File: src/rtl/des_key_schedule.sv
// DES key schedule: accepts a 64-bit key, derives K1..K16 one round per clock
// into a register bank, and presents them in encryption or decryption order.
module des_key_schedule (
  input  logic        clk,
  input  logic        rst,
  input  logic [63:0] key,
  input  logic        decrypt,
  input  logic        key_valid,
  output logic        key_ready,
  output logic        keys_valid,
  output logic [47:0] K1,
  output logic [47:0] K2,
  output logic [47:0] K3,
  output logic [47:0] K4,
  output logic [47:0] K5,
  output logic [47:0] K6,
  output logic [47:0] K7,
  output logic [47:0] K8,
  output logic [47:0] K9,
  output logic [47:0] K10,
  output logic [47:0] K11,
  output logic [47:0] K12,
  output logic [47:0] K13,
  output logic [47:0] K14,
  output logic [47:0] K15,
  output logic [47:0] K16
);

  typedef enum logic [1:0] {
    IDLE = 2'd0,
    GEN  = 2'd1,
    DONE = 2'd2
  } state_e;

  // Table entries are DES bit numbers, 1 = most significant bit.
  localparam int unsigned PC1_TAB [56] = '{
    57, 49, 41, 33, 25, 17,  9,  1, 58, 50, 42, 34, 26, 18,
    10,  2, 59, 51, 43, 35, 27, 19, 11,  3, 60, 52, 44, 36,
    63, 55, 47, 39, 31, 23, 15,  7, 62, 54, 46, 38, 30, 22,
    14,  6, 61, 53, 45, 37, 29, 21, 13,  5, 28, 20, 12,  4
  };

  localparam int unsigned PC2_TAB [48] = '{
    14, 17, 11, 24,  1,  5,  3, 28, 15,  6, 21, 10,
    23, 19, 12,  4, 26,  8, 16,  7, 27, 20, 13,  2,
    41, 52, 31, 37, 47, 55, 30, 40, 51, 45, 33, 48,
    44, 49, 39, 56, 34, 53, 46, 42, 50, 36, 29, 32
  };

  function automatic logic [55:0] pc1(input logic [63:0] k);
    logic [55:0] r;
    r = '0;
    for (int unsigned i = 0; i < 56; i++) begin
      r[6'(55 - i)] = k[6'(64 - PC1_TAB[i])];
    end
    return r;
  endfunction

  function automatic logic [47:0] pc2(input logic [55:0] cd);
    logic [47:0] r;
    r = '0;
    for (int unsigned i = 0; i < 48; i++) begin
      r[6'(47 - i)] = cd[6'(56 - PC2_TAB[i])];
    end
    return r;
  endfunction

  function automatic logic [27:0] rotl28(input logic [27:0] x, input logic by_one);
    return by_one ? {x[26:0], x[27]} : {x[25:0], x[27:26]};
  endfunction

  state_e      state_q, state_d;
  logic [27:0] c_q, c_d, d_q, d_d;
  logic        mode_q, mode_d;
  logic [4:0]  cnt_q, cnt_d;
  logic        key_ready_q, key_ready_d;
  logic        keys_valid_q, keys_valid_d;
  logic [47:0] bank_q [16];
  logic [47:0] bank_d [16];
  logic [47:0] k_sel  [16];

  logic [27:0] c_rot, d_rot;
  logic        shift_one;
  logic [3:0]  wr_idx;

  // Parity bits 8,16,...,64 never enter the schedule.
  logic unused_parity;
  assign unused_parity = ^{key[56], key[48], key[40], key[32],
                           key[24], key[16], key[8],  key[0]};

  // Next-state: accept from IDLE/DONE, one round per cycle in GEN.
  always_comb begin
    state_d   = state_q;
    c_d       = c_q;
    d_d       = d_q;
    mode_d    = mode_q;
    cnt_d     = cnt_q;
    bank_d    = bank_q;
    shift_one = (cnt_q == 5'd1) || (cnt_q == 5'd2) ||
                (cnt_q == 5'd9) || (cnt_q == 5'd16);
    c_rot     = rotl28(c_q, shift_one);
    d_rot     = rotl28(d_q, shift_one);
    wr_idx    = 4'(cnt_q - 5'd1);
    case (state_q)
      IDLE, DONE: begin
        if (key_valid) begin
          {c_d, d_d} = pc1(key);
          mode_d     = decrypt;
          cnt_d      = 5'd1;
          state_d    = GEN;
        end
      end
      GEN: begin
        c_d            = c_rot;
        d_d            = d_rot;
        bank_d[wr_idx] = pc2({c_rot, d_rot});
        cnt_d          = cnt_q + 5'd1;
        if (cnt_q == 5'd16) begin
          state_d = DONE;
        end
      end
      default: state_d = IDLE;
    endcase
    key_ready_d  = (state_d != GEN);
    keys_valid_d = (state_d == DONE);
  end

  // State, schedule bank and handshake flags.
  always_ff @(posedge clk) begin
    if (rst) begin
      state_q      <= IDLE;
      c_q          <= '0;
      d_q          <= '0;
      mode_q       <= 1'b0;
      cnt_q        <= '0;
      key_ready_q  <= 1'b1;
      keys_valid_q <= 1'b0;
      for (int unsigned i = 0; i < 16; i++) begin
        bank_q[i] <= '0;
      end
    end else begin
      state_q      <= state_d;
      c_q          <= c_d;
      d_q          <= d_d;
      mode_q       <= mode_d;
      cnt_q        <= cnt_d;
      key_ready_q  <= key_ready_d;
      keys_valid_q <= keys_valid_d;
      bank_q       <= bank_d;
    end
  end

  // Output order follows the latched mode, never the live decrypt input.
  always_comb begin
    for (int unsigned n = 0; n < 16; n++) begin
      k_sel[n] = mode_q ? bank_q[4'(15 - n)] : bank_q[n];
    end
  end

  assign key_ready  = key_ready_q;
  assign keys_valid = keys_valid_q;
  assign K1  = k_sel[0];
  assign K2  = k_sel[1];
  assign K3  = k_sel[2];
  assign K4  = k_sel[3];
  assign K5  = k_sel[4];
  assign K6  = k_sel[5];
  assign K7  = k_sel[6];
  assign K8  = k_sel[7];
  assign K9  = k_sel[8];
  assign K10 = k_sel[9];
  assign K11 = k_sel[10];
  assign K12 = k_sel[11];
  assign K13 = k_sel[12];
  assign K14 = k_sel[13];
  assign K15 = k_sel[14];
  assign K16 = k_sel[15];

endmodule

File: config.mk
export PLATFORM = sky130hd
export DESIGN_NAME = des_key_schedule
export DESIGN_NICKNAME = d
export VERILOG_FILES = /design/src/rtl/des_key_schedule.sv
export SDC_FILE = /design/constraint.sdc
export NUM_CORES = 2
export LEC_CHECK = 0
export ABC_CLOCK_PERIOD_IN_PS = 2750
export CORE_AREA = 8 8 317 319
export CTS_BUF_LIST = sky130_fd_sc_hd__clkbuf_8
export CTS_CLUSTER_SIZE = 25
export DETAILED_ROUTE_END_ITERATION = 12
export DIE_AREA = 0 0 325 327
export GPL_TIMING_DRIVEN = 0
export PLACE_DENSITY = 0.77
export SLEW_MARGIN = 20
export SYNTH_ARGS = -nofsm -noshare
export SYNTH_HDL_FRONTEND = slang
export SYNTH_SLANG_ARGS = --single-unit
File: constraint.sdc
create_clock -name clk -period 2.75 [get_ports clk]
set_input_delay 0.6875 -clock clk [delete_from_list [all_inputs] [get_ports clk]]
set_output_delay 0.6875 -clock clk [all_outputs]
set_load 0.02 [all_outputs]
==> flow_summary.yaml <==
outcome:
  status: "complete, but fails checks"
  failed_checks: "negative setup slack"
sta:
  rsz0062_at_grt: "yes"
  finalCriticalPeriod_ns: 3.214
  worst_slack_ns: -0.4644
  slew_headroom_pct: 21.90
  max_freq_mhz: 311.1
  worst_slew_pin_slew_ns: 1.172
  drv_slew: 0
  finalSetupViolations: 885
  fin_crit_sh_pct: 116.9
  finalHoldViolCount: 0
  skew_ns: 0.05304
drt:
  routed_wl_um: 213200
  drt-initial-drc-count: 6161
  post_drt_via_cell_ratio: 6.571
  drc: 0
  num_vias: 42390
  ant_nets: 0
  wl_per_cell_um: 33.05
  drtPass1Iterations: 8
synthesis:
  synthSimpleGateAreaFrac_pct: 8.319
  synth_top_family_by_area: "multiplexers"
  synth-xor-area-share_pct: 0
  ys_ff_latch: 834
  yosysSeqAreaShare_pct: 42.34
  synthCells: 3921
  synthFlopType: "dfxtp_1"
  synth_edf_count: 0
  synth_cell_types: 38
  syn_area_mm2: 0.03944
  synth.avg_cell_area_um2: 10.06
  synthAdderAreaFrac_pct: 0.1904
  synth_warnings: 0
  ys_async_sr_fraction_pct: 0
  muxShareOfSynthArea_pct: 23.41
  syn-num-nets: 3995
  synth_compound_area_share_pct: 20.29
power:
  leakage_nw: 22.65
  clkPwrFrac_pct: 38.6
  combPwrFrac_pct: 18.5
  swShare_pct: 31.43
  seq_power_share_pct: 42.8
  p_int_mw: 20.49
  netSwitchingPower_mw: 9.395
  powerDensity_mw_per_mm2: 545.0
  vdd_ir_drop_max_mv: 0.3490
cts:
  clock_path_buffers: 3
  cts.clk_slew.worst_paths_ns: 0.06
  cts_hold_buf: 0
  cts-buffers-inserted: 140
  root_buffer: "clkbuf_8"
  cts_tree: "yes"
  cts.sinks: 834
  insertion_delay_ns: 0.83
  htreeDepth: 4
placed_design:
  io_buffers: 828
  detailed_place.area_mm2: 0.05011
  pre_cts_ws_ns: -2.071
  place_congestion: 0.9750
  hpwl_um: 159600
critical_path:
  startpoint: "mode_q"
  cp-start-kind: "register"
  setup.worst_path.class: "register to primary output"
  crit_path_frequent_cell: "clkbuf_16"
  cp.required_ns: 2.06
  rr_startpoint: "cnt_q[0]"
  cp_cell_sequence: "clkbuf_16 -> clkbuf_16 -> clkbuf_8 -> mux2_2 -> clkdlybuf4s15_2"
  crit_slowest_cell: "dfxtp_4"
  cp-end-kind: "primary output"
  critPathArrivalTime_ns: 2.53
  cpPeakStageDelay_ns: 0.41
  path_max_fanout: 10
final_layout:
  area_growth_pct: 39.05
  stdcell_area_mm2: 0.05484
  drive_above_1_share_pct: 37.73
  nNetsFinal: 5118
  most-common-layout-cells: "dfxtp_1 (831), nor2_1 (784), a221oi_1 (723)"
  final_common_cell: "dfxtp_1"
die:
  die_area_mm2: 0.1063
  die_x_um: 325
  core-area_mm2: 0.09571
  die_h_um: 327
  io_pins: 838
  rows: 114
  initial_utilization_pct: 41.21
grt:
  grt_pass1_wl_um: 293200
  grt_max_degree: 17
  grt_pass1_vias: 40030
  grtUsageTotal_pct: 37.21
  antenna_found_initial: 32
  gr-total-overflow: 0
hold_path:
  min-delay-start: "cnt_q[0]"
  hp-class: "register to register"
flow_run:
  drv_cap: 0
==> cell usage after synthesis, types with 11 or more instances <==
library cell | instances | area [um2]
a221oi_1 | 728 | 6376
a221oi_2 | 40 | 600.6
a22oi_1 | 49 | 367.9
buf_1 | 17 | 63.81
buf_2 | 117 | 585.6
buf_4 | 11 | 82.58
clkbuf_1 | 349 | 1310
dfxtp_1 | 834 | 16700
mux2_2 | 770 | 8671
mux2i_1 | 56 | 560.5
nor2_1 | 792 | 2973
o22ai_1 | 56 | 350.3
==> power by group through the flow <==
stage	Combinational [mW]	Sequential [mW]	Clock, mW
finish	5.54	12.8	11.5
global route	5.56	12.8	12.0
CTS	5.09	12.8	11.4
detailed placement	4.81	13.0	0
global placement	4.50	13.0	0
floorplan	2.32	12.9	0
==> area by class of cell <==
type                            instances  area, um2
Clock buffer                          169       2326
Clock inverter                         71      525.5
Buffer                                497       3611
Inverter                                3      11.26
Antenna cell                           33      82.58
Fill cell                            8247      40870
Tap cell                             1276       1597
Sequential cell                       834      16700
Multi-Input combinational cell       2581      21540
Timing Repair Buffer                  987       8443
==> layer usage <==
| metal | GRT usage, % | wire length, um |
|---|---|---|
| met5 | 0 | 39 |
| met4 | 24.99 | 17340 |
| met3 | 11.28 | 26650 |
| met2 | 54.89 | 89690 |
| met1 | 46.67 | 79450 |
==> per-stage QoR <==
stage | power [mW] | instances | TNS [ns] | hold WS [ns] | utilization, %
6_report | 29.89 | 6451 | -273.96 | 0.5168 | 57.30
5_1_grt | 30.41 | 6443 | -320.13 | 0.5188 | 57.28
4_1_cts | 29.31 | 6356 | -509.06 | 0.4918 | 56.75
3_5_place_dp | 17.82 | 6059 | -1289.90 | 0.5304 | 52.35
3_3_place_gp | 17.46 | 6025 | -1868.68 | 0.5190 | 51.53
2_1_floorplan | 15.18 | 3921 | 0 | 0.5091 | -
==> path summary, 6_finish.rpt <==
check	endpoint	slack, ns	depth (start not counted)
worst max-delay path	K16[5]	-0.46	5
worst min-delay path	cnt_q[0]	0.52	1
worst min register to register	cnt_q[0]	0.52	1
worst max register to register	bank_q[764]	-0.24	9
==> registers in the layout, indices dropped and copies added, names as in the netlist <==
name        count
bank_q        768
c_q            28
state_q         2
mode_q          1
d_q            28
cnt_q           5
key_ready       1
keys_valid      1
==> cell families after synthesis <==
kind of cell,count (synthesis)
AOI/OAI and AO/OA,915
buffers and inverters,506
and+or+nand+nor,834
muxes,826
DFF,834
adders and majority gates,6
==> critical path: cells and delay by family, from the launching register on <==
| kind | cells | cell delay [ns] |
|---|---|---|
| flip-flops | 1 | 0.41 |
| buffers and inverters | 4 | 0.92 |
| multiplexers | 1 | 0.37 |
==> repair_timing <==
item / CTS / global route
setup buffers: 47 / 63
gates cloned: 11 / 4
gates resized for setup: 2087 / 585
pin swaps: 2 / 5
endpoints found under the setup margin: 1560 / 1574
endpoints found under the hold margin: 0 / 0
No activity file was read; power rests on OpenSTA's default activity.
